`src/rtl/frog_move_controller.sv`:
```
// Frog position sequencer for the Frogger display path: turns button presses into
// frame-aligned grid steps and runs the alive / goal / dying / game-over life cycle.
module frog_move_controller #(
   parameter int GRID_SIZE       = 32,
   parameter int SCREEN_W        = 640,
   parameter int SCREEN_H        = 480,
   parameter int START_X         = 320,
   parameter int START_Y         = 448,
   parameter int COOLDOWN_FRAMES = 8,
   parameter int DEATH_FRAMES    = 60,
   parameter int LIVES_INIT      = 3
) (
   input  logic       clk,
   input  logic       reset,
   input  logic       btn_up,
   input  logic       btn_down,
   input  logic       btn_left,
   input  logic       btn_right,
   input  logic       frame_tick,
   input  logic       collision,
   output logic [9:0] frog_x,
   output logic [9:0] frog_y,
   output logic       frog_visible,
   output logic [2:0] lives,
   output logic [7:0] score,
   output logic       game_over,
   output logic       move_pulse
);

   localparam int CD_W = $clog2(COOLDOWN_FRAMES + 1);
   localparam int DC_W = ($clog2(DEATH_FRAMES) > 4) ? $clog2(DEATH_FRAMES) : 4;

   localparam logic [9:0]  GRID_10    = 10'(GRID_SIZE);
   localparam logic [10:0] GRID_11    = 11'(GRID_SIZE);
   localparam logic [10:0] GRID2_11   = 11'(2 * GRID_SIZE);
   localparam logic [10:0] SCR_W_11   = 11'(SCREEN_W);
   localparam logic [10:0] SCR_H_11   = 11'(SCREEN_H);
   localparam logic [9:0]  START_X_10 = 10'(START_X);
   localparam logic [9:0]  START_Y_10 = 10'(START_Y);
   localparam logic [CD_W-1:0] COOL_INIT  = CD_W'(COOLDOWN_FRAMES);
   localparam logic [DC_W-1:0] DEATH_LAST = DC_W'(DEATH_FRAMES - 1);
   localparam logic [2:0]  LIVES_RST  = 3'(LIVES_INIT);

   typedef enum logic [1:0] {
      ST_ALIVE,
      ST_GOAL,
      ST_DYING,
      ST_GAME_OVER
   } state_e;

   typedef enum logic [2:0] {
      DIR_NONE,
      DIR_UP,
      DIR_DOWN,
      DIR_LEFT,
      DIR_RIGHT
   } dir_e;

   // Button edge detection, bit order {up, down, left, right}
   logic [3:0] btn_now;
   logic [3:0] btn_lvl_q;
   logic [3:0] btn_prev_q;
   logic       btn_armed_q;
   logic [3:0] press;
   logic       any_press;
   dir_e       press_dir;

   assign btn_now = {btn_up, btn_down, btn_left, btn_right};

   // NOTE: sequential state uses non-blocking assignments so every register samples
   // pre-edge values; blocking here would create order-dependent simulation races.
   always_ff @(posedge clk) begin
      if (reset) begin
         btn_lvl_q   <= '0;
         btn_prev_q  <= '0;
         btn_armed_q <= 1'b0;
      end else if (!btn_armed_q) begin
         // First cycle after reset: seed both stages so a held button is not a press.
         btn_lvl_q   <= btn_now;
         btn_prev_q  <= btn_now;
         btn_armed_q <= 1'b1;
      end else begin
         btn_lvl_q   <= btn_now;
         btn_prev_q  <= btn_lvl_q;
      end
   end

   assign press     = btn_lvl_q & ~btn_prev_q;
   assign any_press = |press;

   always_comb begin
      press_dir = DIR_NONE;
      if (press[3])      press_dir = DIR_UP;
      else if (press[2]) press_dir = DIR_DOWN;
      else if (press[1]) press_dir = DIR_LEFT;
      else if (press[0]) press_dir = DIR_RIGHT;
   end

   // Main state
   state_e          state_q,      state_d;
   dir_e            pending_q,    pending_d;
   logic [9:0]      x_q,          x_d;
   logic [9:0]      y_q,          y_d;
   logic [2:0]      lives_q,      lives_d;
   logic [7:0]      score_q,      score_d;
   logic [CD_W-1:0] cool_q,       cool_d;
   logic [DC_W-1:0] death_q,      death_d;
   logic            move_pulse_q, move_pulse_d;

   // Target of the pending move and whether it stays on screen (11-bit checks)
   logic [9:0]  tgt_x;
   logic [9:0]  tgt_y;
   logic        tgt_legal;
   logic [10:0] x_ext;
   logic [10:0] y_ext;

   assign x_ext = {1'b0, x_q};
   assign y_ext = {1'b0, y_q};

   // NOTE: every always_comb output gets a default before any branch; a path that
   // leaves one unassigned would infer a latch.
   always_comb begin
      tgt_x     = x_q;
      tgt_y     = y_q;
      tgt_legal = 1'b0;
      unique case (pending_q)
         DIR_UP: begin
            tgt_legal = (y_ext >= GRID_11);
            tgt_y     = y_q - GRID_10;
         end
         DIR_DOWN: begin
            tgt_legal = (y_ext + GRID2_11 <= SCR_H_11);
            tgt_y     = y_q + GRID_10;
         end
         DIR_LEFT: begin
            tgt_legal = (x_ext >= GRID_11);
            tgt_x     = x_q - GRID_10;
         end
         DIR_RIGHT: begin
            tgt_legal = (x_ext + GRID2_11 <= SCR_W_11);
            tgt_x     = x_q + GRID_10;
         end
         default: ;
      endcase
   end

   always_comb begin
      state_d      = state_q;
      pending_d    = pending_q;
      x_d          = x_q;
      y_d          = y_q;
      lives_d      = lives_q;
      score_d      = score_q;
      cool_d       = cool_q;
      death_d      = death_q;
      move_pulse_d = 1'b0;

      unique case (state_q)
         ST_ALIVE: begin
            if (cool_q == '0 && pending_q == DIR_NONE && any_press) begin
               pending_d = press_dir;
            end
            if (frame_tick) begin
               if (collision) begin
                  state_d   = ST_DYING;
                  pending_d = DIR_NONE;
                  death_d   = '0;
                  if (lives_q != 3'd0) lives_d = lives_q - 3'd1;
               end else if (pending_q != DIR_NONE) begin
                  pending_d = DIR_NONE;
                  if (tgt_legal) begin
                     x_d          = tgt_x;
                     y_d          = tgt_y;
                     move_pulse_d = 1'b1;
                     cool_d       = COOL_INIT;
                     if (tgt_y == 10'd0) state_d = ST_GOAL;
                  end else if (cool_q != '0) begin
                     cool_d = cool_q - CD_W'(1);
                  end
               end else if (cool_q != '0) begin
                  cool_d = cool_q - CD_W'(1);
               end
            end
         end

         ST_GOAL: begin
            if (frame_tick) begin
               if (score_q != 8'hFF) score_d = score_q + 8'd1;
               x_d       = START_X_10;
               y_d       = START_Y_10;
               state_d   = ST_ALIVE;
               cool_d    = COOL_INIT;
               pending_d = DIR_NONE;
            end
         end

         ST_DYING: begin
            if (frame_tick) begin
               if (death_q == DEATH_LAST) begin
                  if (lives_q == 3'd0) begin
                     state_d = ST_GAME_OVER;
                  end else begin
                     state_d   = ST_ALIVE;
                     x_d       = START_X_10;
                     y_d       = START_Y_10;
                     cool_d    = COOL_INIT;
                     pending_d = DIR_NONE;
                  end
               end else begin
                  death_d = death_q + DC_W'(1);
               end
            end
         end

         ST_GAME_OVER: begin
            // Restart is edge driven and does not wait for a frame boundary.
            if (any_press) begin
               state_d   = ST_ALIVE;
               lives_d   = LIVES_RST;
               score_d   = 8'd0;
               x_d       = START_X_10;
               y_d       = START_Y_10;
               cool_d    = COOL_INIT;
               pending_d = DIR_NONE;
               death_d   = '0;
            end
         end

         default: state_d = ST_ALIVE;
      endcase
   end

   always_ff @(posedge clk) begin
      if (reset) begin
         state_q      <= ST_ALIVE;
         pending_q    <= DIR_NONE;
         x_q          <= START_X_10;
         y_q          <= START_Y_10;
         lives_q      <= LIVES_RST;
         score_q      <= 8'd0;
         cool_q       <= '0;
         death_q      <= '0;
         move_pulse_q <= 1'b0;
      end else begin
         state_q      <= state_d;
         pending_q    <= pending_d;
         x_q          <= x_d;
         y_q          <= y_d;
         lives_q      <= lives_d;
         score_q      <= score_d;
         cool_q       <= cool_d;
         death_q      <= death_d;
         move_pulse_q <= move_pulse_d;
      end
   end

   always_comb begin
      frog_visible = 1'b1;
      unique case (state_q)
         ST_DYING:     frog_visible = ~death_q[3];
         ST_GAME_OVER: frog_visible = 1'b0;
         default:      frog_visible = 1'b1;
      endcase
   end

   assign frog_x     = x_q;
   assign frog_y     = y_q;
   assign lives      = lives_q;
   assign score      = score_q;
   assign game_over  = (state_q == ST_GAME_OVER);
   assign move_pulse = move_pulse_q;

endmodule

```
`config.mk`:
```
export PLATFORM = sky130hd
export DESIGN_NAME = frog_move_controller
export DESIGN_NICKNAME = d
export VERILOG_FILES = /design/src/rtl/frog_move_controller.sv
export SDC_FILE = /design/constraint.sdc
export NUM_CORES = 1
export LEC_CHECK = 0
export CAP_MARGIN = 20
export CORE_MARGIN = 8
export CORE_UTILIZATION = 30
export DETAILED_ROUTE_END_ITERATION = 10
export SYNTH_ARGS = -nofsm -noshare
export SYNTH_HDL_FRONTEND = slang
export SYNTH_SLANG_ARGS = --single-unit
```
`constraint.sdc`:
```
create_clock -name clk -period 6.1 [get_ports clk]
set_input_delay 0.915 -clock clk [delete_from_list [all_inputs] [get_ports clk]]
set_output_delay 0.915 -clock clk [all_outputs]
set_load 0.02 [all_outputs]
```
==> flow_summary.json, run 1 <==
{
  "status": "completed",
  "start_util": 0.309,
  "gp_congestion": 0.852,
  "h-tree-depth": 2,
  "drive_gt1_frac": 0.0556,
  "fin_setup_tns_ns": 0,
  "crit_buf_inv": 1,
  "worstHoldPathType": "reg -> reg",
  "num_rows": 36,
  "syn_area_um2": 3030,
  "worstPathRequired_ns": 6.35,
  "synth.avg_cell_area_um2": 8.18,
  "post-cts-setup-buffers": 0,
  "rsz0062_at_grt": "false",
  "antenna_found_initial": 0,
  "synth-main-ff-cell": "dfxtp_1",
  "drtIter0Drc": 109,
  "holdBufCountCts": 0,
  "die_h_um": 117,
  "cts_tree": "built",
  "critPathKind": "in -> reg",
  "maxSlewViolCount": 0,
  "yosysSeqAreaShare": 0.304,
  "grt_max_degree": 31,
  "cp_data_arrival_time_ns": 3.30,
  "nNetsFinal": 422,
  "dieArea_um2": 13600,
  "core_area_um2": 9820,
  "grt_pass1_wl_um": 12200,
  "drv_cap": 0,
  "fmax_mhz": 328,
  "cts.clk_slew.worst_paths_ns": 0.09,
  "port_buffers": 31,
  "cts_root_buf": "clkbuf_8",
  "drt_pass1_iterations": 4,
  "cts_buffer_depth": 2,
  "netlist_instances": 371,
  "cp_cell_sequence": "clkdlybuf4s50_1 > nor2b_1 > a31o_2 > o21ai_1 > nor2_1 > a2111o_1 > nand2_1",
  "end_kind": "flop",
  "async_flop_share": 0,
  "power_density_nw_per_um2": 178,
  "first_global_vias": 2540,
  "yosysWarnings": 0,
  "antenna-diode-count": 0,
  "setup_viol": 0,
  "dp_hpwl_um": 5440,
  "cts_buffers": 5,
  "die_x_um": 117,
  "gr-total-overflow": 0,
  "syn2layout_area_growth_pct": 15.3,
  "fin_crit_sh": 0.499,
  "drc": 0,
  "maxSlewHeadroom": 0.343,
  "ant_nets": 0,
  "tightestPinTransition_ns": 0.978,
  "hold_violations": 0,
  "synth-edff-count": 0,
  "p_leak_nw": 1.37,
  "synth_cell_types": 68,
  "cts_sinks": 46,
  "drt_wl_total_um": 7400,
  "io_pins": 42,
  "max_stage_delay_ns": 0.77,
  "start_kind": "input pin",
  "period_minus_slack_ns": 3.05,
  "crit_fanout": 15,
  "cp_slowest_cell": "o21ai_1",
  "clock_latency_ns": 0.30,
  "num_vias": 2681,
  "finalClockSkew_ns": 0.00916,
  "power_w": 0.000623,
  "crit_family": "compound AO/OA/AOI/OAI gates",
  "post_drt_wl_per_cell_um": 14.0,
  "ctsResizeCount": 0,
  "peakVddDrop_v": 0.000112,
  "grtUsageTotal": 0.110,
  "ys_ff_latch": 46,
  "via_per_inst": 5.07
}
[flip-flops by register name, summed over array words and instances, names as in the netlist]
signal       flops
death_q          6
frog_y           5
btn_prev_q       4
btn_lvl_q        4
cool_q           4
score            8
move_pulse       1
state_q          2
lives            3
pending_q        3
btn_armed_q      1
frog_x           5
[worst min-delay path: cells and delay by family (launching register included)]
kind	cells	cell delay, ns
flops	1	0.33
compound gates	1	0.07
simple gates	1	0.06
[area by class of cell]
type | instances | area (um2)
tap | 133 | 166
inverter | 18 | 67.6
clock inverter | 2 | 13.8
multi-input combinational | 292 | 1940
timing repair buffer | 32 | 318
fill | 1081 | 6320
clock buffer | 6 | 72.6
sequential | 46 | 921
[routing by layer]
layer | vias up | global-route usage | wire length [um]
met1 | 1259 | 0.137 | 3490
met2 | 49 | 0.181 | 3360
met5 | - | 0 | 0
met4 | 0 | 0.0307 | 82
met3 | 8 | 0.0321 | 462
li1 | 1365 | - | -
[stage by stage]
| stage | setup WS, ns | std cells | cell area [um2] | hold WS, ns | util |
|---|---|---|---|---|---|
| after CTS | 3.10 | 529 | 3500 | 0.500 | 0.356 |
| after floorplan | 3.75 | 380 | 3070 | 0.455 | - |
| after detailed placement | 2.78 | 521 | 3410 | 0.484 | 0.347 |
| after global placement | 2.91 | 521 | 3410 | 0.471 | 0.347 |
| final | 3.05 | 529 | 3500 | 0.504 | 0.356 |
| after global routing | 2.92 | 529 | 3500 | 0.532 | 0.356 |
[placed cells by master, fill, tap and decap left out, types with 4 or more instances in the layout]
master and n:
nor3_1 6, clkdlybuf4s50_1 31, inv_1 17, xnor2_1 6, ha_1 19, clkbuf_8 5
or3_1 5, a21o_1 6, conb_1 10, a31oi_1 6, and3_1 4, nand4_1 8
nand2b_1 14, nand3_1 16, a211o_1 4, a21oi_1 16, nor2_1 38, dfxtp_1 46
xor2_1 9, nor3b_1 4, a41oi_1 4, or2_2 4, nor2b_1 11, o21ai_0 9
nand2_1 27, mux2i_1 9
[worst paths after layout]
path / start / endpoint / slack [ns] / depth (start not counted)
max: frame_tick / frog_x[9] / 3.05 / 7
min: cool_q[0] / cool_q[0] / 0.50 / 2
max reg2reg: pending_q[2] / state_q[0] / 3.42 / 5
min reg2reg: cool_q[0] / cool_q[0] / 0.50 / 2
[cell families (layout without fill, tap and decap cells)]
logic type,count (synthesis),count (layout),share of synthesized area
compound gates,84,84,0.203
xor+xnor,15,15,0.0433
fa+ha+maj,19,19,0.0784
buf+inv,42,58,0.0685
flops,46,46,0.304
mux,9,9,0.0297
other cells,1,10,0.00124
simple gates,155,155,0.272
[power by group]
part / switching [W] / total (W) / internal [W]
sequential: 0.0000177 / 0.000328 / 0.000310
clock: 0.000103 / 0.000184 / 0.0000809
combinational: 0.0000668 / 0.000110 / 0.0000436
[cells in the mapped netlist (5+ instances only)]
master,count,area share
a21oi_1,16,0.026
nand2_1,27,0.033
buf_4,10,0.025
nand4_1,8,0.016
a31oi_1,6,0.012
nor2b_1,11,0.023
xor2_1,9,0.026
nor3_1,6,0.0099
nand2b_1,14,0.029
nand3_1,16,0.026
xnor2_1,6,0.017
nor2_1,38,0.047
dfxtp_1,46,0.30
mux2i_1,9,0.030
a21o_1,6,0.015
inv_1,17,0.021
or3_1,5,0.010
ha_1,19,0.078
clkbuf_1,7,0.0087
o21ai_0,9,0.015
Power figures use the tool's default switching activity.
==> inputs of run 2 (changes only) <==
clock period = 3 ns   (was 6.1 ns; I/O delays follow)
==> flow_summary.json, run 2 (synthesis gave the netlist of run 1 again) <==
{
  "status": "completed",
  "finalClockSkew_ns": 0.0160,
  "dp_hpwl_um": 5680,
  "cts_buffer_depth": 2,
  "rsz0062_at_grt": "false",
  "crit_fanout": 9,
  "cts_root_buf": "clkbuf_8",
  "nNetsFinal": 428,
  "holdBufCountCts": 0,
  "cts_buffers": 5,
  "drc": 0,
  "fmax_mhz": 398,
  "pre_cts_slack_ns": 0.400,
  "dieArea_um2": 13600,
  "worstHoldPathType": "reg -> reg",
  "port_buffers": 31,
  "drive_gt1_frac": 0.0721,
  "drv_cap": 0,
  "antenna-diode-count": 0,
  "die_x_um": 117,
  "drtIter0Drc": 94,
  "grt-busiest-layer": "met2",
  "first_global_vias": 2624,
  "dp_cells": 527,
  "crit_buf_inv": 1,
  "grt_pass1_wl_um": 12700,
  "maxSlewHeadroom": 0.581,
  "start_kind": "flop",
  "grt_use_met2": 0.192,
  "setup_viol": 0,
  "drt_pass1_iterations": 4,
  "clock_latency_ns": 0.31,
  "syn2layout_area_growth_pct": 16.9,
  "reg2reg_depth": 8,
  "fin_setup_tns_ns": 0,
  "gp_congestion": 0.823,
  "final_common_cell": "dfxtp_1",
  "antenna_found_initial": 0,
  "r2r-start": "frog_x[6]",
  "grtUsageTotal": 0.115,
  "num_rows": 36,
  "cts_sinks": 46,
  "crit_family": "compound AO/OA/AOI/OAI gates",
  "use_met3": 0.0357,
  "die_h_um": 117,
  "path_common_cell": "a211o_1",
  "finalNonFillerCells": 535,
  "hold_start": "cool_q[0]",
  "end_kind": "flop",
  "post_drt_wl_per_cell_um": 14.2,
  "fin_crit_sh": 0.839,
  "whs_ns": 0.505,
  "peakVddDrop_v": 0.000194,
  "drt_wl_total_um": 7600,
  "power_density_nw_per_um2": 363,
  "critPathKind": "reg -> reg",
  "tightestPinTransition_ns": 0.627,
  "h-tree-depth": 2,
  "holdPathStages": 2,
  "reg2reg_to": "frog_x[8]",
  "cp_cell_sequence": "inv_1 > ha_1 > a21bo_2 > a211o_1 > a22oi_2 > nand2_1 > a211o_1 > a31o_1",
  "post-cts-setup-buffers": 0,
  "gr-total-overflow": 0,
  "via_per_inst": 5.17,
  "maxSlewViolCount": 0,
  "start_util": 0.309,
  "reg2reg_setup_slack_ns": 0.48,
  "num_vias": 2767,
  "worst_slack_ns": 0.484,
  "min_delay_worst_endpoint": "cool_q[0]",
  "max_stage_delay_ns": 0.47,
  "worstPathRequired_ns": 3.20,
  "cts_tree": "built",
  "grtUsageMet1": 0.142,
  "p_leak_nw": 1.40,
  "io_pins": 42,
  "final_cell_mix": "dfxtp_1 (46), nor2_1 (38), clkdlybuf4s50_1 (31)",
  "grt_max_degree": 30,
  "ant_nets": 0,
  "core_area_um2": 9820,
  "period_minus_slack_ns": 2.52,
  "cp_slowest_cell": "dfxtp_1",
  "cp_data_arrival_time_ns": 2.72,
  "largest_reg_flops": 8,
  "ctsResizeCount": 0,
  "cts.clk_slew.worst_paths_ns": 0.10,
  "hold_violations": 0,
  "n_fill_cell": 1045
}
run 2: cell count changes in the layout (fill, tap and decap cells not counted), sizes merged:
cell and change:
buf +6, clkbuf -1, clkinvlp +1
run 2: layer usage:
layer / up-vias / wire length, um
li1: 1370 / -
met1: 1336 / 3550
met4: 0 / 75
met5: - / 0
met2: 55 / 3510
met3: 6 / 459
run 2: where the power goes:
group	internal (W)	switching [W]
combinational	0.0000959	0.000148
clock	0.000164	0.000223
sequential	0.000630	0.0000274
run 2: worst register-to-register path, stage by stage (launching register included):
cell and delay [ns]:
dfxtp_1 0.47, inv_1 0.14, ha_1 0.22, a21bo_2 0.22, a211o_1 0.29, a22oi_2 0.26
nand2_1 0.28, a211o_1 0.33, a31o_1 0.21
run 2: cell type report:
class                   instances  area, um2  area share
well taps                     133        166      0.0469
clock inverters                 3       21.3     0.00600
flip-flops and latches         46        921       0.260
inverters                      18       67.6      0.0190
multi-input cells             292       1940       0.547
clock buffers                   5       68.8      0.0194
repair buffers                 38        363       0.102
run 2: how the worst max path moves through the flow:
stage	from	to	slack [ns]	depth (start not counted)
6_report	frog_x[6]	frog_x[8]	0.48	8
5_1_grt	frog_x[6]	frog_x[8]	0.29	8
4_1_cts	frog_x[6]	frog_x[8]	0.49	8
3_5_place_dp	frame_tick	frog_x[9]	0.40	7
3_3_place_gp	frame_tick	frog_x[7]	0.49	7
2_1_floorplan	frog_x[6]	state_q[0]	0.65	7
run 2: metrics by stage:
step | power (W) | util | area, um2
final | 0.00129 | 0.361 | 3550
after global routing | 0.00137 | 0.361 | 3550
after CTS | 0.00131 | 0.361 | 3550
after detailed placement | 0.000914 | 0.352 | 3460
after global placement | 0.000911 | 0.352 | 3460
after floorplan | 0.000854 | - | 3070
